File: src/rtl/ov7670_pkg.sv
// Shared types and constants for the OV7670 register sequencer: state encoding,
// COM7 soft-reset write, end marker, colour-bar pattern writes and the RGB444/VGA table.
package ov7670_pkg;

    typedef enum logic [2:0] {
        SRST_ISSUE,
        SRST_WAIT,
        SETTLE,
        FETCH,
        ISSUE,
        WAIT_DONE,
        FINISHED
    } seq_state_t;

    localparam logic [7:0]  COM7_ADDR  = 8'h12;
    localparam logic [7:0]  COM7_SRST  = 8'h80;
    localparam logic [15:0] END_MARKER = 16'hFFFF;

    // 8-bar colour pattern: COM7-independent scaling registers 0x70/0x71
    function automatic logic [15:0] cbar_entry(input logic sel);
        return sel ? 16'h71B5 : 16'h704A;
    endfunction

    // RGB444 output, VGA framing; entries past the last one read as the end marker
    function automatic logic [15:0] table_entry(input int idx);
        logic [15:0] e;
        case (idx)
            0:       e = 16'h1204;
            1:       e = 16'h1100;
            2:       e = 16'h0C00;
            3:       e = 16'h3E00;
            4:       e = 16'h8C02;
            5:       e = 16'h0400;
            6:       e = 16'h1438;
            7:       e = 16'h4010;
            8:       e = 16'h3A04;
            9:       e = 16'h4FB3;
            10:      e = 16'h50B3;
            11:      e = 16'h5100;
            12:      e = 16'h523D;
            13:      e = 16'h53A7;
            14:      e = 16'h54E4;
            15:      e = 16'h589E;
            16:      e = 16'h3DC0;
            17:      e = 16'h1711;
            18:      e = 16'h1861;
            19:      e = 16'h32A4;
            20:      e = 16'h1903;
            21:      e = 16'h1A7B;
            22:      e = 16'h030A;
            default: e = END_MARKER;
        endcase
        return e;
    endfunction

endpackage

File: src/rtl/ov7670_reg_sequencer.sv
// Walks the OV7670 register table over an SCCB write master after a COM7 soft reset.
// Define OV7670_COLORBAR_EN to append the two colour-bar test-pattern writes.
module ov7670_reg_sequencer
    import ov7670_pkg::*;
#(
    parameter int SETTLE_CYC  = 50000,
    parameter int TABLE_DEPTH = 64
) (
    input  logic       clk,
    input  logic       rst,
    input  logic       resend,
    output logic       cmd_valid,
    input  logic       cmd_ready,
    output logic [7:0] cmd_addr,
    output logic [7:0] cmd_data,
    input  logic       cmd_done,
    output logic       config_finished,
    output logic       busy
);

    localparam int IDX_W = $clog2(TABLE_DEPTH + 1);
    localparam int CNT_W = $clog2(SETTLE_CYC + 1);

    seq_state_t       state;
    logic [IDX_W-1:0] index;
    logic [CNT_W-1:0] settle_cnt;
    logic             pending;
    logic [15:0]      entry;
    logic             at_end;
    logic             do_restart;
`ifdef OV7670_COLORBAR_EN
    logic [1:0]       cbar_sel;
`else
`endif

    always_comb entry = table_entry(int'(index));
    assign at_end = (entry == END_MARKER);

    // A rerun either aborts an idle phase at once or waits for the in-flight write to finish
    always_comb begin
        do_restart = 1'b0;
        case (state)
            SETTLE, FETCH, FINISHED: do_restart = resend;
            SRST_WAIT, WAIT_DONE:    do_restart = cmd_done & (pending | resend);
            default:                 do_restart = 1'b0;
        endcase
    end

    always_ff @(posedge clk) begin
        if (rst) begin
            state           <= SRST_ISSUE;
            index           <= '0;
            settle_cnt      <= '0;
            pending         <= 1'b0;
            config_finished <= 1'b0;
            busy            <= 1'b1;
            cmd_valid       <= 1'b0;
            cmd_addr        <= COM7_ADDR;
            cmd_data        <= COM7_SRST;
`ifdef OV7670_COLORBAR_EN
            cbar_sel        <= '0;
`else
`endif
        end else if (do_restart) begin
            state           <= SRST_ISSUE;
            index           <= '0;
            settle_cnt      <= '0;
            pending         <= 1'b0;
            config_finished <= 1'b0;
            busy            <= 1'b1;
            cmd_valid       <= 1'b1;
            cmd_addr        <= COM7_ADDR;
            cmd_data        <= COM7_SRST;
`ifdef OV7670_COLORBAR_EN
            cbar_sel        <= '0;
`else
`endif
        end else begin
            case (state)
                SRST_ISSUE: begin
                    if (resend) pending <= 1'b1;
                    if (cmd_valid && cmd_ready) begin
                        cmd_valid <= 1'b0;
                        state     <= SRST_WAIT;
                    end else begin
                        cmd_valid <= 1'b1;
                    end
                end
                SRST_WAIT: begin
                    if (resend) pending <= 1'b1;
                    if (cmd_done) begin
                        settle_cnt <= '0;
                        state      <= SETTLE;
                    end
                end
                SETTLE: begin
                    if (settle_cnt == CNT_W'(SETTLE_CYC - 1)) begin
                        index <= '0;
                        state <= FETCH;
                    end else begin
                        settle_cnt <= settle_cnt + 1'b1;
                    end
                end
                FETCH: begin
                    if (index == IDX_W'(TABLE_DEPTH)) begin
                        busy            <= 1'b0;
                        config_finished <= 1'b1;
                        state           <= FINISHED;
                    end
`ifdef OV7670_COLORBAR_EN
                    else if (at_end && cbar_sel != 2'd2) begin
                        {cmd_addr, cmd_data} <= cbar_entry(cbar_sel[0]);
                        cmd_valid            <= 1'b1;
                        state                <= ISSUE;
                    end
`else
`endif
                    else if (at_end) begin
                        busy            <= 1'b0;
                        config_finished <= 1'b1;
                        state           <= FINISHED;
                    end else begin
                        {cmd_addr, cmd_data} <= entry;
                        cmd_valid            <= 1'b1;
                        state                <= ISSUE;
                    end
                end
                ISSUE: begin
                    if (resend) pending <= 1'b1;
                    if (cmd_ready) begin
                        cmd_valid <= 1'b0;
                        state     <= WAIT_DONE;
                    end
                end
                WAIT_DONE: begin
                    if (resend) pending <= 1'b1;
                    if (cmd_done) begin
                        state <= FETCH;
`ifdef OV7670_COLORBAR_EN
                        if (at_end) cbar_sel <= cbar_sel + 1'b1;
                        else        index    <= index + 1'b1;
`else
                        index <= index + 1'b1;
`endif
                    end
                end
                FINISHED: begin
                    busy            <= 1'b0;
                    config_finished <= 1'b1;
                end
                default: state <= SRST_ISSUE;
            endcase
        end
    end

endmodule

File: config.mk
export PLATFORM = sky130hd
export DESIGN_NAME = ov7670_reg_sequencer
export DESIGN_NICKNAME = d
export VERILOG_FILES = /design/src/rtl/ov7670_pkg.sv /design/src/rtl/ov7670_reg_sequencer.sv
export SDC_FILE = /design/constraint.sdc
export NUM_CORES = 1
export LEC_CHECK = 0
export BUFFER_PORTS_ARGS = -buffer_cell sky130_fd_sc_hd__buf_2
export CORE_ASPECT_RATIO = 1.2
export CORE_MARGIN = 3
export CORE_UTILIZATION = 40
export CTS_CLUSTER_DIAMETER = 120
export CTS_CLUSTER_SIZE = 8
export DETAILED_ROUTE_END_ITERATION = 6
export GPL_TIMING_DRIVEN = 0
export HOLD_SLACK_MARGIN = 0.06
export PLACE_DENSITY = 0.62
export SLEW_MARGIN = 20
export SYNTH_ARGS = -nofsm -noshare
export SYNTH_HDL_FRONTEND = slang
export SYNTH_SLANG_ARGS = --single-unit
File: constraint.sdc
create_clock -name clk -period 2.34 [get_ports clk]
set_input_delay 0.234 -clock clk [delete_from_list [all_inputs] [get_ports clk]]
set_output_delay 0.234 -clock clk [all_outputs]
set_load 0.02 [all_outputs]
==> results list <==
- Counting flops with an async set or reset pin after synthesis yields a share of 0%.
- In the global route stage, overall resource usage came out at 18.8%.
- Core outline area: 7880 µm²
- The count of endpoints failing hold in the final timing report is 0.
- The post-route netlist has 32.5% of its cells at a drive strength greater than 1.
* Worst Reg2Reg Path Length in Cells: 10
- IO buf count: 23
- Sequential cell area fraction in the yosys report: 37.5%
- TritonCTS sink count: 62
- Hold bufs inserted after CTS: 0
* Class of the worst hold path: input port to register
* Crit path kind: register to register
- Leak: 1.67 nW
* Clock slew at the register clock pins of the worst setup and hold paths: 0.08 ns
* P per Cell Area: 512 nW/µm²
* Vias after detailed routing: 3173
* Die area: 9400 µm²
* Total nets after synthesis: 413
- Post-route DRC violation count: 0
- The internal portion of the total power is 1.64 mW.
- In this run, synthesis produced a sequential element count of 62.
- At the end of routability-driven placement, the weighted congestion stood at 0.878.
* Final std cell area, no fill: 4320 µm²
* Data required time of the worst path: 2.57 ns
- For the pin with the worst max-slew slack, the measured transition is 0.618 ns.
- Most used DFF post-synth: sky130_fd_sc_hd__dfxtp_1
- For this run the aggregate overflow at the end of global routing stands at 0.
- The number of global-route vias before repair was 2971.
* Reg-to-reg critical path startpoint: state[0]
- Setup-violating endpoint count in the final report: 7
* Violations in the final reports: negative setup slack
- Number of distinct library cells after synthesis: 73
- The max-slew violation count was 0.
* Chip Height: 106 µm
* Number of violations reported at the end of detailed-routing iteration 0: 296
* Fin worst setup slack: -0.103 ns
- Die Width: 89.0 µm
- Post-synthesis average cell area: 8.33 µm²
- Number of max-capacitance violations reported: 0
- TritonCTS built the clock tree.
- Placement Rows: 35
- Worst setup slack for register-to-register paths: -0.10 ns
- Net switching is 26.0% of the power.
- Total chip power: 2.21 mW
- For this run, the post-layout net count is 479.
- Once placement finished, the instance area stood at 3580 µm².
* Timing-limited maximum frequency: 409 MHz
- Across the routed clock network, the largest skew measured is 0.0142 ns.
- Of the total power, combinational logic draws 9.0%.
- The synthesized design contains 0 enable-type register cells.
- CP Capture Type: register
- Core utilization of the finished layout: 54.8%
- Number of antenna diodes: 0
- Across the VDD grid, the largest voltage drop is 276 µV.
- Detail Placement HPWL: 5790 µm
- Post-Route Setup TNS: -0.298 ns
- Number of cells on the worst hold path: 2
- Initial cell density of the core: 42.0%
- IO Count: 24
- Arrival time worst endpoint: 2.67 ns
- First-pass GRT wire length: 14000 µm
* Total wire length after detailed routing: 8910 µm
- Period minus WS final: 2.44 ns
* RSZ-0062 raised after global routing: yes
- Relative slew margins: 58.8%
* Summed instance area of the synthesized netlist: 3310 µm²
- Of the total power, the clock network draws 42.2%.
* Total clock buffers created by CTS: 9
- For this design the total switching power over the nets is 0.574 mW.
- The number of antenna violations at the first check in global routing came to 0.
- The worst hold path begins at rst.
- Using the TritonRoute via totals, the vias-per-cell ratio works out to 5.67.
* End point of the most critical hold path: cmd_valid
- Counting every instance in the synthesized netlist gives 397.
* Crit path max fanout: 8
- Worst slack after detailed placement: -0.516 ns
- CTS built an H-tree with a depth of 3.
* Pre-antenna DRT Iters: 7
- Clock root cell: sky130_fd_sc_hd__clkbuf_8
* Status: complete, but fails checks
- Post-route clock period utilization: 104%
* Timing startpoint of the critical path: state[0]
- After detailed routing, the average wire length per cell comes to 15.9 µm.
- Residual antenna-violating net count after detailed routing: 0
- Registers are responsible for 48.9% of the overall power.
* Bufs on Longest Clock Path: 2
- The Yosys step of the flow raised 0 warnings.
- Maximum number of pins on one net before global-route repair: 12
* Launching element type of the critical path: register
- Clock latency on the worst-skew pair, taken at its later pin, is 0.35 ns.
- Relative to the synthesized area, the layout overhead comes to 30.6%.
-- worst max path at each step --
| stage | slack, ns | cells past startpoint | to |
|---|---|---|---|
| floorplan | -0.06 | 8 | register |
| detailed placement | -0.52 | 9 | register |
| CTS | -0.05 | 9 | register |
| global route | -0.19 | 9 | register |
| finish | -0.10 | 10 | register |
| global placement | -0.48 | 8 | register |
-- cell families (layout without fill, tap and decap cells) --
family / count (synthesis) / in the layout / share of synthesized area [%]
adder cells (fa/ha/maj): 11 / 11 / 4.16
AND/OR/NAND/NOR: 166 / 166 / 24.8
flip-flops: 62 / 62 / 37.5
XOR/XNOR: 14 / 14 / 3.71
multiplexers: 5 / 5 / 1.55
AO/OA/AOI/OAI: 97 / 97 / 22.1
buffers and inverters: 42 / 113 / 6.20
-- layout by cell type (no fill, tap or decap), types with 3 or more instances in the layout --
| cell | n |
|---|---|
| sky130_fd_sc_hd__clkbuf_1 | 9 |
| sky130_fd_sc_hd__xnor2_1 | 9 |
| sky130_fd_sc_hd__or3_1 | 4 |
| sky130_fd_sc_hd__and3_1 | 4 |
| sky130_fd_sc_hd__nand2_1 | 30 |
| sky130_fd_sc_hd__nor2_2 | 3 |
| sky130_fd_sc_hd__a31oi_1 | 6 |
| sky130_fd_sc_hd__nand3_1 | 14 |
| sky130_fd_sc_hd__inv_1 | 14 |
| sky130_fd_sc_hd__dfxtp_1 | 54 |
| sky130_fd_sc_hd__clkbuf_8 | 10 |
| sky130_fd_sc_hd__mux2i_1 | 4 |
| sky130_fd_sc_hd__a211oi_1 | 14 |
| sky130_fd_sc_hd__ha_1 | 5 |
| sky130_fd_sc_hd__a21oi_1 | 15 |
| sky130_fd_sc_hd__ha_4 | 4 |
| sky130_fd_sc_hd__nor2_1 | 59 |
| sky130_fd_sc_hd__o211ai_1 | 3 |
| sky130_fd_sc_hd__clkinv_2 | 3 |
| sky130_fd_sc_hd__buf_6 | 6 |
| sky130_fd_sc_hd__buf_4 | 32 |
| sky130_fd_sc_hd__o21ai_1 | 3 |
| sky130_fd_sc_hd__clkbuf_2 | 3 |
| sky130_fd_sc_hd__dfxtp_2 | 5 |
| sky130_fd_sc_hd__xor2_1 | 5 |
| sky130_fd_sc_hd__nor3_1 | 7 |
| sky130_fd_sc_hd__dfxtp_4 | 3 |
| sky130_fd_sc_hd__nor2_4 | 3 |
| sky130_fd_sc_hd__o21ai_0 | 17 |
| sky130_fd_sc_hd__nand3_2 | 3 |
| sky130_fd_sc_hd__a2bb2oi_1 | 3 |
| sky130_fd_sc_hd__nand2_4 | 3 |
| sky130_fd_sc_hd__buf_2 | 26 |
| sky130_fd_sc_hd__nand4_1 | 9 |
-- synth_stat cells, types with 4 or more instances --
library cell	instances	area, µm²
sky130_fd_sc_hd__nand4_1	9	56.3
sky130_fd_sc_hd__a211oi_1	14	105
sky130_fd_sc_hd__nor3_1	9	45.0
sky130_fd_sc_hd__o21ai_0	18	90.1
sky130_fd_sc_hd__a31oi_1	6	37.5
sky130_fd_sc_hd__or3_1	5	31.3
sky130_fd_sc_hd__nand3_1	16	80.1
sky130_fd_sc_hd__mux2i_1	4	40.0
sky130_fd_sc_hd__xnor2_1	9	78.8
sky130_fd_sc_hd__and3_1	4	25.0
sky130_fd_sc_hd__buf_6	4	45.0
sky130_fd_sc_hd__ha_1	11	138
sky130_fd_sc_hd__inv_1	16	60.1
sky130_fd_sc_hd__clkbuf_1	11	41.3
sky130_fd_sc_hd__buf_2	6	30.0
sky130_fd_sc_hd__xor2_1	5	43.8
sky130_fd_sc_hd__nor2_1	64	240
sky130_fd_sc_hd__a21oi_1	18	90.1
sky130_fd_sc_hd__dfxtp_1	62	1240
sky130_fd_sc_hd__nand2_1	32	120
-- worst max-delay path, cell delays in order (launching register included) --
cell	delay, ns
sky130_fd_sc_hd__dfxtp_1	0.31
sky130_fd_sc_hd__buf_6	0.13
sky130_fd_sc_hd__nor3b_4	0.31
sky130_fd_sc_hd__a21oi_4	0.10
sky130_fd_sc_hd__a221o_1	0.41
sky130_fd_sc_hd__nand2_4	0.10
sky130_fd_sc_hd__clkinvlp_4	0.13
sky130_fd_sc_hd__ha_4	0.20
sky130_fd_sc_hd__mux2i_1	0.13
sky130_fd_sc_hd__a21oi_1	0.12
sky130_fd_sc_hd__a311o_1	0.37
-- routing by layer --
metal  share of wire (%)  routed length, µm  vias up  track usage (%)
li1                    -                  -     1552                -
met1                  44               3910     1492             25.1
met2                  49               4380      108             29.0
met3                 4.3                387       21             3.21
met4                 2.7                237        0             8.72
met5                   0                  0        -                0
-- cell type report --
| class | instances | area, µm² |
|---|---|---|
| buffer | 22 | 149 |
| clock buffer | 10 | 128 |
| clock inverter | 6 | 61.3 |
| fill | 693 | 3560 |
| inverter | 19 | 87.6 |
| multi-input combinational | 293 | 2130 |
| sequential | 62 | 1260 |
| tap | 92 | 115 |
| timing repair buffer | 56 | 388 |
-- through the flow --
step,cells,hold slack (ns)
global route,560,0.107
detailed placement,512,0.456
floorplan,397,0.306
CTS,543,0.0949
finish,560,0.108
global placement,512,0.443
-- repair_timing --
action	CTS	global route
buffers inserted	16	16
endpoints found under the setup margin	19	51
pin swaps	15	15
gates cloned	0	1
resized for setup	33	39
-- power groups by stage --
stage	clock network, mW	registers, mW	logic (mW)
floorplan	0	1.11	0.115
CTS	0.955	1.08	0.187
detailed placement	0	1.11	0.166
finish	0.932	1.08	0.198
global route	1.01	1.08	0.216
global placement	0	1.11	0.166
No activity file was read; power rests on OpenSTA's default activity.
